File: src/rtl/pipeline_ctrl_pkg.sv
// Shared constants for the pipeline stall/flush controller: enable levels,
// instruction address type and the stall-vector encodings per requesting stage.
package pipeline_ctrl_pkg;

  localparam logic ENABLE  = 1'b1;
  localparam logic DISABLE = 1'b0;

  localparam int INST_ADDR_W = 32;
  typedef logic [INST_ADDR_W-1:0] inst_addr_t;

  // bit0=PC ... bit5=WB; a stage freezes itself and everything upstream
  localparam logic [5:0] STALL_NONE = 6'b000000;
  localparam logic [5:0] STALL_IF   = 6'b000011;
  localparam logic [5:0] STALL_ID   = 6'b000111;
  localparam logic [5:0] STALL_EX   = 6'b001111;
  localparam logic [5:0] STALL_MEM  = 6'b011111;

  function automatic logic [5:0] encodeStall(input logic ifReq, input logic idReq,
                                             input logic exReq, input logic memReq);
    logic [5:0] vec;
    vec = STALL_NONE;
    if (memReq)     vec = STALL_MEM;
    else if (exReq) vec = STALL_EX;
    else if (idReq) vec = STALL_ID;
    else if (ifReq) vec = STALL_IF;
    return vec;
  endfunction

endpackage

File: src/rtl/pipeline_ctrl_if.sv
// Bundle of stage stall requests, flush request and the controller's
// stall/flush outputs; the controller is the slave side.
interface pipeline_ctrl_if;
  import pipeline_ctrl_pkg::*;

  logic       stallreq_if_i;
  logic       stallreq_id_i;
  logic       stallreq_ex_i;
  logic       stallreq_mem_i;
  logic       flush_req_i;
  inst_addr_t flush_pc_i;
  logic [5:0] stall_o;
  logic       flush_o;
  inst_addr_t new_pc_o;

  modport master (
    output stallreq_if_i, stallreq_id_i, stallreq_ex_i, stallreq_mem_i,
    output flush_req_i, flush_pc_i,
    input  stall_o, flush_o, new_pc_o
  );

  modport slave (
    input  stallreq_if_i, stallreq_id_i, stallreq_ex_i, stallreq_mem_i,
    input  flush_req_i, flush_pc_i,
    output stall_o, flush_o, new_pc_o
  );

endinterface

File: src/rtl/pipeline_ctrl_stall_watchdog.sv
// Debug watchdog: consecutive-stall counter with a sticky timeout flag,
// plus a saturating count of all stalled cycles.
module pipeline_ctrl_stall_watchdog #(
  parameter int TIMEOUT = 1024,
  parameter int CNT_W   = 32
) (
  input  logic             clk,
  input  logic             rst_n,
  input  logic             stalled_i,
  output logic             stall_timeout_o,
  output logic [CNT_W-1:0] stall_cycles_o
);

  localparam logic [15:0] WD_LIMIT = 16'(TIMEOUT - 1);

  logic [15:0]      wdCnt_q, wdCnt_d;
  logic             timeout_q, timeout_d;
  logic [CNT_W-1:0] cycles_q, cycles_d;

  // The watchdog counter parks at the limit so it never wraps during a hang
  always_comb begin
    wdCnt_d   = '0;
    timeout_d = timeout_q;
    cycles_d  = cycles_q;
    if (stalled_i) begin
      wdCnt_d = (wdCnt_q == WD_LIMIT) ? wdCnt_q : wdCnt_q + 16'd1;
      if (wdCnt_q == WD_LIMIT) timeout_d = 1'b1;
      if (cycles_q != '1) cycles_d = cycles_q + 1'b1;
    end
  end

  always_ff @(posedge clk or negedge rst_n) begin
    if (!rst_n) begin
      wdCnt_q   <= '0;
      timeout_q <= 1'b0;
      cycles_q  <= '0;
    end else begin
      wdCnt_q   <= wdCnt_d;
      timeout_q <= timeout_d;
      cycles_q  <= cycles_d;
    end
  end

  assign stall_timeout_o = timeout_q;
  assign stall_cycles_o  = cycles_q;

endmodule

File: src/rtl/pipeline_ctrl.sv
// Central stall/flush controller for the 6-stage pipeline: merges stage stall
// requests and sequences flushes behind a busy memory stage.
module pipeline_ctrl
  import pipeline_ctrl_pkg::*;
#(
  parameter int TIMEOUT = 1024,
  parameter int CNT_W   = 32
) (
  input  logic             clk,
  input  logic             rst_n,
  pipeline_ctrl_if.slave   ctrl,
  output logic             stall_timeout_o,
  output logic [CNT_W-1:0] stall_cycles_o
);

  typedef enum logic [1:0] {RUN, STALL, FLUSH_WAIT, FLUSH} state_t;

  state_t     state_q, state_d;
  inst_addr_t pcPend_q, pcPend_d;
  inst_addr_t newPc_q, newPc_d;
  logic [5:0] stallVec;
  logic [5:0] reqVec;
  logic       anyReq;
  logic       flush;

  assign reqVec = encodeStall(ctrl.stallreq_if_i, ctrl.stallreq_id_i,
                              ctrl.stallreq_ex_i, ctrl.stallreq_mem_i);
  assign anyReq = (reqVec != STALL_NONE);

  // new_pc is loaded on entry to FLUSH; a same-cycle request carries the newest PC
  always_comb begin
    state_d  = state_q;
    pcPend_d = pcPend_q;
    newPc_d  = newPc_q;
    stallVec = STALL_NONE;
    flush    = DISABLE;
    case (state_q)
      RUN, STALL: begin
        stallVec = reqVec;
        if (ctrl.flush_req_i) begin
          pcPend_d = ctrl.flush_pc_i;
          if (ctrl.stallreq_mem_i) begin
            state_d = FLUSH_WAIT;
          end else begin
            state_d = FLUSH;
            newPc_d = ctrl.flush_pc_i;
          end
        end else begin
          state_d = anyReq ? STALL : RUN;
        end
      end
      FLUSH_WAIT: begin
        stallVec = STALL_MEM;
        if (ctrl.flush_req_i) pcPend_d = ctrl.flush_pc_i;
        if (!ctrl.stallreq_mem_i) begin
          state_d = FLUSH;
          newPc_d = ctrl.flush_req_i ? ctrl.flush_pc_i : pcPend_q;
        end
      end
      FLUSH: begin
        flush    = ENABLE;
        stallVec = ctrl.stallreq_mem_i ? STALL_MEM : STALL_NONE;
        if (ctrl.flush_req_i) pcPend_d = ctrl.flush_pc_i;
        state_d = anyReq ? STALL : RUN;
      end
      default: state_d = RUN;
    endcase
  end

  always_ff @(posedge clk or negedge rst_n) begin
    if (!rst_n) begin
      state_q  <= RUN;
      pcPend_q <= '0;
      newPc_q  <= '0;
    end else begin
      state_q  <= state_d;
      pcPend_q <= pcPend_d;
      newPc_q  <= newPc_d;
    end
  end

  // Stall vector is forced idle while reset is asserted
  assign ctrl.stall_o  = rst_n ? stallVec : STALL_NONE;
  assign ctrl.flush_o  = flush;
  assign ctrl.new_pc_o = newPc_q;

  pipeline_ctrl_stall_watchdog #(
    .TIMEOUT(TIMEOUT),
    .CNT_W  (CNT_W)
  ) uWatchdog (
    .clk            (clk),
    .rst_n          (rst_n),
    .stalled_i      (ctrl.stall_o != STALL_NONE),
    .stall_timeout_o(stall_timeout_o),
    .stall_cycles_o (stall_cycles_o)
  );

endmodule
File: src/flat_wrapper.sv
// flat-port wrapper written by rule: the top's interface ports become plain ports
module pipeline_ctrl_flat import pipeline_ctrl_pkg::*;
#(
  parameter int TIMEOUT = 1024,
  parameter int CNT_W   = 32
)
  (clk, rst_n, stall_timeout_o, stall_cycles_o, ctrl_stallreq_if_i, ctrl_stallreq_id_i, ctrl_stallreq_ex_i, ctrl_stallreq_mem_i, ctrl_flush_req_i, ctrl_flush_pc_i, ctrl_stall_o, ctrl_flush_o, ctrl_new_pc_o);
  pipeline_ctrl_if ctrl_i ();
  input  logic clk;
  input  logic rst_n;
  output logic stall_timeout_o;
  output logic [CNT_W-1:0] stall_cycles_o;
  input wire logic [$bits(ctrl_i.stallreq_if_i)-1:0] ctrl_stallreq_if_i;
  input wire logic [$bits(ctrl_i.stallreq_id_i)-1:0] ctrl_stallreq_id_i;
  input wire logic [$bits(ctrl_i.stallreq_ex_i)-1:0] ctrl_stallreq_ex_i;
  input wire logic [$bits(ctrl_i.stallreq_mem_i)-1:0] ctrl_stallreq_mem_i;
  input wire logic [$bits(ctrl_i.flush_req_i)-1:0] ctrl_flush_req_i;
  input wire logic [$bits(ctrl_i.flush_pc_i)-1:0] ctrl_flush_pc_i;
  output wire logic [$bits(ctrl_i.stall_o)-1:0] ctrl_stall_o;
  output wire logic [$bits(ctrl_i.flush_o)-1:0] ctrl_flush_o;
  output wire logic [$bits(ctrl_i.new_pc_o)-1:0] ctrl_new_pc_o;
  assign ctrl_i.stallreq_if_i = ctrl_stallreq_if_i;
  assign ctrl_i.stallreq_id_i = ctrl_stallreq_id_i;
  assign ctrl_i.stallreq_ex_i = ctrl_stallreq_ex_i;
  assign ctrl_i.stallreq_mem_i = ctrl_stallreq_mem_i;
  assign ctrl_i.flush_req_i = ctrl_flush_req_i;
  assign ctrl_i.flush_pc_i = ctrl_flush_pc_i;
  assign ctrl_stall_o = ctrl_i.stall_o;
  assign ctrl_flush_o = ctrl_i.flush_o;
  assign ctrl_new_pc_o = ctrl_i.new_pc_o;
  pipeline_ctrl #(.TIMEOUT(TIMEOUT), .CNT_W(CNT_W)) u_core (.clk(clk), .rst_n(rst_n), .ctrl(ctrl_i), .stall_timeout_o(stall_timeout_o), .stall_cycles_o(stall_cycles_o));
endmodule
File: config.mk
export PLATFORM = sky130hd
export DESIGN_NAME = pipeline_ctrl_flat
export DESIGN_NICKNAME = d
export VERILOG_FILES = /design/src/rtl/pipeline_ctrl_pkg.sv /design/src/rtl/pipeline_ctrl_if.sv /design/src/rtl/pipeline_ctrl_stall_watchdog.sv /design/src/rtl/pipeline_ctrl.sv /design/src/flat_wrapper.sv
export SDC_FILE = /design/constraint.sdc
export NUM_CORES = 1
export LEC_CHECK = 0
export CAP_MARGIN = 25
export CORE_MARGIN = 2
export CORE_UTILIZATION = 46
export DETAILED_ROUTE_END_ITERATION = 10
export HOLD_SLACK_MARGIN = 0.15
export PLACE_DENSITY_LB_ADDON = 0.3
export SLEW_MARGIN = 5
export SYNTH_ARGS = -nofsm -noshare
export SYNTH_HDL_FRONTEND = slang
export SYNTH_SLANG_ARGS = --single-unit
File: constraint.sdc
create_clock -name clk -period 1.9 [get_ports clk]
set_input_delay 0.38 -clock clk [delete_from_list [all_inputs] [get_ports clk]]
set_output_delay 0.38 -clock clk [all_outputs]
set_load 0.03 [all_outputs]
* Word level (Yosys, flattened, before mapping) *
Cells that the tools add are included.
W data, S select, Z words.

storage, ports and cells
  flip-flop bits (word level) = 115
  bits of input ports = 39
  output and inout bits = 72
  word-level logic and storage cells = 47

operators by class
  add/sub/neg operators = 2
  equal/unequal tests = 9
  multiplexer cells = 21
  reductions and logical operators = 9

operator list
  cell                     number
  $mux W32                 5
  $pmux W32 S2             1
  $add A32 B1 Y32 const B  1
  $mux W16                 2
  $ne A32 B32 Y1 const B   1
  $mux W6                  4
  $pmux W6 S3              1
  $add A16 B1 Y16 const B  1
  $eq A16 B10 Y1 const B   1
  $reduce_bool A6 Y1       2
  $ne A2 B2 Y1 const B     4
  $mux W2                  3
  $pmux W2 S3              1
  $mux W5                  1
  $eq A2 B2 Y1 const B     2
  $reduce_and A2 Y1        2
  $reduce_and A4 Y1        1
  $reduce_or A4 Y1         1
  $mux W1                  3
  $eq A2 B1 Y1 const B     1
  $logic_not A2 Y1         1
  $reduce_bool A2 Y1       1
  $reduce_or A2 Y1         1

* Logic depth before layout (Yosys ltp) *
Gate-level depths: netlist of the first run.

  word-level depth = 8
  mapped depth = 8
  gate-level depth less buffers = 6

* Modules after synthesis *
From an unflattened synthesis of the first run, not the netlist that was laid out.

unflattened totals
  cell total of the unflattened synthesis = 445
  area total of the unflattened synthesis = 5305.1 um^2

by module, submodules not included
  module                        times used  cells an instance  area an instance (um^2)  sequential area each (um^2)
  pipeline_ctrl                 1           206                2889.0                   1651.6
  pipeline_ctrl_stall_watchdog  1           239                2416.1                   1226.2

* Worst setup path before layout of the first run *
OpenSTA, ideal clock, no wires.

  path type = register to register
  from = register u_core.uWatchdog.cycles_q[6], in the netlist u_core.uWatchdog.stall_cycles_o[6]
  to = register u_core.uWatchdog.cycles_q[25], in the netlist u_core.uWatchdog.stall_cycles_o[25]
  library setup time = 0.135 ns
  arrival time = 2.091 ns
  required time = 1.765 ns
  path slack = -0.326 ns
  cell stages (with the launch flop) = 6
  path buffers = 0
  clock period less this slack = 2.226 ns
  cell sequence = dfrtp_1 > nand4_2 > or4_4 > a2111oi_4 > nand4_1 > xnor2_1

between the ends
  cells in the longest elaborated chain, start to end = 2
  elaborated cells between the ends (all ways) = 3
  those cells by class = 1 x add/sub; 1 x eq/ne; 1 x reduce/logical

ends and longest elaborated chain
  item                                                     RTL line                            RTL
  start: declaration                                       pipeline_ctrl_stall_watchdog.sv:18  logic [CNT_W-1:0] cycles_q, cycles_d;
  start signal: assignment                                 pipeline_ctrl_stall_watchdog.sv:40  cycles_q <= cycles_d;
  branches (longest 2 deep; another with $add A32 B1 Y32)  n/a

Several ways; the timed one is not identified.
A chain may end at the register's enable or synchronous reset.

* Worst setup path in the final report of the first run *
  from = input ctrl_stallreq_id_i
  to = output ctrl_stall_o[1]

between the ends
  cells in the longest elaborated chain, start to end = 5

ends and longest elaborated chain
  item                RTL line                 RTL
  start: declaration  flat_wrapper.sv:14       input wire logic [$bits(ctrl_i.stallreq_id_i)-1:0] ctrl_stallreq_id_i;
  $mux W6             pipeline_ctrl_pkg.sv:24  else if (idReq) vec = STALL_ID;
  $mux W6             pipeline_ctrl_pkg.sv:23  else if (exReq) vec = STALL_EX;
  $mux W6             pipeline_ctrl_pkg.sv:22  if (memReq) vec = STALL_MEM;
  $pmux W6 S3         pipeline_ctrl.sv:37      case (state_q)
  $mux W6             pipeline_ctrl.sv:83      assign ctrl.stall_o = rst_n ? stallVec : STALL_NONE;
  end: declaration    flat_wrapper.sv:19       output wire logic [$bits(ctrl_i.stall_o)-1:0] ctrl_stall_o;

No other way between the ends.

==> flow_summary.json, run 1 <==
{
  "status": "finished, violations left",
  "violations": "negative setup slack",
  "ant_nets": 0,
  "ff_latch_area_mm2": 0.002893,
  "grt_antenna_before_repair": 0,
  "async_flop_share_pct": 100.0,
  "path_class": "in -> out",
  "grtUsageTotal_pct": 21.98,
  "n_fill_cell": 791,
  "drt_iter0_markers": 215,
  "setup_viol": 11,
  "cts_root_buffer": "clkbuf_8",
  "overflow": 0,
  "synth_ff_type": "dfrtp_1",
  "initial_utilization_pct": 47.18,
  "syn_area_per_cell_um2": 11.57,
  "slew_violations": 0,
  "drc": 0,
  "ir_drop_v": 0.0006720,
  "fmax_mhz": 473.8,
  "vias_per_cell": 5.277,
  "layout-drive-gt1-share_pct": 25.40,
  "cap_violations": 0,
  "power_density_mw_per_mm2": 1092,
  "core_area_mm2": 0.01089,
  "first_pass_iters": 4,
  "final_nets": 654,
  "dp.final_hpwl_mm": 8.222,
  "synth_seq_cells": 115,
  "htreeDepth": 4,
  "netlist_area_mm2": 0.005137,
  "worstPathRequired_ns": 1.52,
  "worstSkewPairLatency_ns": 0.50,
  "fin_area_mm2": 0.007540,
  "hold_path_class": "in -> reg",
  "end_kind": "primary output",
  "dieHeight_um": 109.7,
  "cts_buffer_depth": 2,
  "min_path_cells": 4,
  "cts.clk_slew.worst_paths_ns": 0.05,
  "post-route-min-period_ns": 2.110,
  "rsz0062_at_grt": "true",
  "area_growth_pct": 46.76,
  "wire_per_inst_um": 16.09,
  "crit_path_start_kind": "input port",
  "cts_buffers": 17,
  "layout_setup_ws_ns": -0.2104,
  "place_inst": 724,
  "power.leakage_nw": 3.511,
  "syn_nets": 485,
  "ys_warn_count": 0,
  "die_w_um": 109.7,
  "antenna_cells": 0,
  "rows": 38,
  "arrival_ns": 1.73,
  "grt_pass1_wl_mm": 20.31,
  "grt_pass1_vias": 4266,
  "clock-sinks": 115,
  "cts_tree": "built",
  "yosysSeqAreaShare_pct": 56.02,
  "stdcell_count": 766,
  "holdWs_ns": 0.4167,
  "post-route-period-util_pct": 111.1,
  "dp_slack_ns": -0.8122,
  "skew_ns": 0.008601,
  "routed-via-count": 4042,
  "placedInstanceArea_mm2": 0.006803,
  "multiInputGateArea_mm2": 0.002277,
  "io_pins": 111,
  "finalWirelength_mm": 12.33,
  "finalHoldViolations": 0,
  "fp.dieArea_mm2": 0.01203,
  "grt_max_degree": 91,
  "portBuffers": 109,
  "cp_max_fo": 3,
  "gp_congestion": 0.8712,
  "rr_worst_depth": 7,
  "synth.distinct_cells": 41,
  "synth_edf_count": 0,
  "synth_cells": 444
}
## layout by cell type, fill, tap and decap left out, drive strengths merged, types with 4 or more instances in the layout
cell type      Yosys  final
xor2              19     19
a21oi              5      5
nor3               6      6
nor4               4      4
dlygate4sd2        0     66
and2               4      4
dfrtp            115    115
nand4             21     21
nand3              9      9
buf                7     66
clkdlybuf4s50      0     34
and3              10     10
nand2             52     52
bufinv             0      4
mux2              32     32
and4               4      4
clkbuf            12     24
xnor2             24     24
mux2i             33     33
nor2              21     21
o21ai             33     33
## sequential cells by signal (all words and copies together), names as in the netlist
name / flops
u_core.ctrl.new_pc_o: 32
u_core.pcPend_q: 32
u_core.uWatchdog.stall_cycles_o: 32
u_core.uWatchdog.wdCnt_q: 16
u_core.state_q: 2
u_core.uWatchdog.stall_timeout_o: 1
## kinds of logic after synthesis
family / count (synthesis) / share of synthesized area, %
compound gates: 52 / 6.454
simple gates: 143 / 14.32
mux: 65 / 13.44
buf+inv: 23 / 1.875
other cells: 1 / 0.07299
fa+ha+maj: 2 / 0.4870
flops: 115 / 56.02
xor+xnor: 43 / 7.331
## layout make-up
cell class | instances | area share (%)
clock inverters | 8 | 1.925
inverters | 4 | 0.2489
flip-flops and latches | 115 | 38.37
well taps | 140 | 2.323
multi-input cells | 306 | 30.20
repair buffers | 169 | 20.30
clock buffers | 24 | 6.638
## metrics by stage
step / power [mW] / setup TNS, ns / utilization [%]
6_report: 8.236 / -1.020 / 69.25
5_1_grt: 8.617 / -1.887 / 69.25
4_1_cts: 8.274 / -0.8543 / 68.24
3_5_place_dp: 4.998 / -20.30 / 62.48
3_3_place_gp: 4.947 / -18.77 / 62.48
2_1_floorplan: 4.050 / -1.518 / -
## metal layers
layer	wire length [um]	track usage, %
met1	5304	27.54
met2	6227	36.46
met3	658	6.224
met4	135	7.776
met5	0	0
## worst max-delay path, cell delays in order
cell	delay, ns
clkdlybuf4s15_1	0.21
or3_4	0.42
o311ai_4	0.32
clkinvlp_4	0.23
buf_6	0.18
## cells in the mapped netlist, types with 3 or more instances
cell type	instances	share of area, %
dfrtp_1	115	56
nand2_1	52	3.8
mux2i_1	33	6.4
o21ai_0	33	3.2
mux2_2	32	7.0
xnor2_1	24	4.1
nor2_1	21	1.5
nand4_1	20	2.4
xor2_1	19	3.2
clkbuf_1	12	0.88
and3_1	10	1.2
nand3_1	9	0.88
nor3_1	6	0.58
a21oi_1	5	0.49
and2_1	4	0.49
and4_1	4	0.68
inv_1	4	0.29
buf_1	3	0.22
nand3b_1	3	0.44
o21a_1	3	0.44
## worst paths after layout
check / startpoint / endpoint / slack, ns
min in group asynchronous: rst_n / u_core.uWatchdog.stall_cycles_o[30] / 0.75
min: ctrl_stallreq_if_i / u_core.state_q[0] / 0.42
min reg2reg: u_core.ctrl.new_pc_o[15] / u_core.ctrl.new_pc_o[15] / 0.47
max reg2reg: u_core.state_q[1] / u_core.uWatchdog.stall_cycles_o[22] / -0.08
max in group asynchronous: rst_n / u_core.state_q[1] / 0.68
max: ctrl_stallreq_id_i / ctrl_stall_o[1] / -0.21
## what timing repair did
| item | 4_1_cts | 5_1_grt |
|---|---|---|
| endpoints found under the hold margin | 25 | 0 |
| endpoints found under the setup margin | 92 | 24 |
| pin swaps | 3 | 13 |
| gates resized for setup | 93 | 12 |
| hold buffers | 2 | 0 |
| setup buffers | 2 | 6 |
## power by group
part | total (mW) | switching (mW) | internal [mW]
Sequential | 3.01 | 0.217 | 2.79
Clock | 3.40 | 1.06 | 2.34
Combinational | 1.83 | 1.12 | 0.714
Note: power is estimated with default switching activity, not from simulation.
==> run 2, diff against run 1 <==
--- a/config.mk
+++ b/config.mk
@@ -11,6 +11,7 @@
 export DETAILED_ROUTE_END_ITERATION = 10
 export HOLD_SLACK_MARGIN = 0.15
 export PLACE_DENSITY_LB_ADDON = 0.3
+export SETUP_SLACK_MARGIN = 0.15
 export SLEW_MARGIN = 5
 export SYNTH_ARGS = -nofsm -noshare
 export SYNTH_HDL_FRONTEND = slang
==> flow_summary.json, run 2 (synthesis results as in run 1) <==
{
  "cap_violations": 0,
  "seqPwrFrac_pct": 39.7,
  "portBuffers": 109,
  "rsz0062_at_grt": "true",
  "cts_buffer_depth": 2,
  "finalWirelength_mm": 12.69,
  "die_w_um": 109.7,
  "power_density_mw_per_mm2": 997.0,
  "grt_pass1_vias": 4177,
  "worstPathRequired_ns": 1.52,
  "end_kind": "primary output",
  "finalHoldViolations": 0,
  "core_area_mm2": 0.01089,
  "status": "finished, violations left",
  "clkPwrFrac_pct": 35.9,
  "layout_commonest_cell": "dfrtp_1",
  "violations": "negative setup slack",
  "cts.clk_slew.worst_paths_ns": 0.05,
  "crit_path_start_kind": "input port",
  "grtUsageTotal_pct": 22.11,
  "drt_iter0_markers": 169,
  "clock-sinks": 115,
  "rows": 38,
  "skew_ns": 0.01168,
  "tightestPinTransition_ns": 0.7241,
  "dieHeight_um": 109.7,
  "post-route-min-period_ns": 2.042,
  "grt_max_degree": 59,
  "fp.dieArea_mm2": 0.01203,
  "fmax_mhz": 489.8,
  "cts_root_buffer": "clkbuf_8",
  "cts_tree": "built",
  "gp_congestion": 0.8694,
  "timing.slew.headroom_pct": 51.73,
  "vias_per_cell": 5.257,
  "cp_max_fo": 3,
  "path_class": "in -> out",
  "htreeDepth": 4,
  "area_growth_pct": 48.15,
  "overflow": 0,
  "p_sw_share_pct": 31.29,
  "ir_drop_v": 0.0006507,
  "power.leakage_nw": 3.524,
  "first_pass_iters": 4,
  "p_int_mw": 5.214,
  "slew_violations": 0,
  "layout_setup_ws_ns": -0.1418,
  "layout-drive-gt1-share_pct": 34.69,
  "cts_buffers": 17,
  "arrival_ns": 1.66,
  "initial_utilization_pct": 47.18,
  "dp.final_hpwl_mm": 8.228,
  "grt_antenna_before_repair": 1,
  "final_nets": 665,
  "worstSkewPairLatency_ns": 0.51,
  "ant_nets": 0,
  "routed-via-count": 4090,
  "drc": 0,
  "grt_pass1_wl_mm": 20.03,
  "combPwrFrac_pct": 24.4,
  "p_switching_mw": 2.374,
  "dp_slack_ns": -0.8241,
  "hold_path_class": "in -> async",
  "layout_common_cells": "dfrtp_1, buf_4, nand2_1",
  "wire_per_inst_um": 16.31,
  "holdWs_ns": 0.2046,
  "post-route-period-util_pct": 107.5,
  "io_pins": 111,
  "finalSetupTns_ns": -0.5015,
  "setup_viol": 5
}
run 2: changes by cell type in the layout (fill, tap and decap cells not counted), sizes merged:
| cell | before | now |
|---|---|---|
| buf | 66 | 96 |
| bufinv | 4 | 0 |
| clkbuf | 24 | 28 |
| clkdlybuf4s15 | 2 | 7 |
| clkdlybuf4s50 | 34 | 33 |
| clkinv | 2 | 4 |
| clkinvlp | 3 | 2 |
| diode | 0 | 1 |
| dlygate4sd2 | 66 | 40 |
| dlygate4sd3 | 1 | 2 |
| dlymetal6s2s | 0 | 1 |
run 2: layout make-up:
class / instances / area (um2)
flip-flops and latches: 115 / 2908
repair buffers: 180 / 1573
multi-input cells: 306 / 2425
clock inverters: 5 / 27.53
clock buffers: 27 / 481.7
well taps: 140 / 175.2
inverters: 4 / 18.77
diodes: 1 / 2.502
fillers: 796 / 3277
run 2: power by group through the flow:
stage	clock network (mW)	registers [mW]	logic [mW]
after floorplan	0	3.55	0.524
after global placement	0	3.05	1.87
after detailed placement	0	3.06	1.92
after CTS	2.78	3.00	1.83
after global routing	2.89	3.05	1.99
final	2.72	3.01	1.85
run 2: final timing paths:
| check | slack (ns) | depth (start not counted) | startpoint | end |
|---|---|---|---|---|
| max | -0.14 | 5 | ctrl_stallreq_ex_i | ctrl_stall_o[0] |
| min | 0.20 | 3 | rst_n | u_core.uWatchdog.stall_cycles_o[2] |
| max reg2reg | 0.02 | 7 | u_core.uWatchdog.stall_cycles_o[0] | u_core.uWatchdog.stall_cycles_o[12] |
| min reg2reg | 0.47 | 2 | u_core.ctrl.new_pc_o[20] | u_core.ctrl.new_pc_o[20] |
| max in group asynchronous | 0.83 | 4 | rst_n | u_core.uWatchdog.stall_cycles_o[17] |
| min in group clk | 0.24 | 3 | ctrl_stallreq_mem_i | u_core.state_q[0] |
run 2: per-stage QoR:
stage	util, %	power (mW)	cell area (um2)	cells
2_1_floorplan	-	4.072	5236	444
3_3_place_gp	62.41	4.923	6795	722
3_5_place_dp	62.41	4.979	6795	722
4_1_cts	68.23	7.609	7428	765
5_1_grt	69.88	7.926	7609	777
6_report	69.90	7.588	7611	778
run 2: repair_timing:
item,CTS,global route
hold buffers,2,0
setup buffers,9,11
resized for setup,180,55
hold endpoints to repair,23,0
endpoints found under the setup margin,100,51
pin swaps,20,30
run 2: layer usage:
layer,wire length [um],global-route usage (%),vias to the layer above
li1,-,-,1926
met4,242,10.04,0
met5,0,0,-
met3,755,6.758,18
met2,6206,35.67,127
met1,5487,27.34,2019
run 2: critical path, stage by stage:
cell and delay (ns):
buf_2 0.14, or3_4 0.41, o311ai_4 0.34, clkinvlp_4 0.22, buf_6 0.17
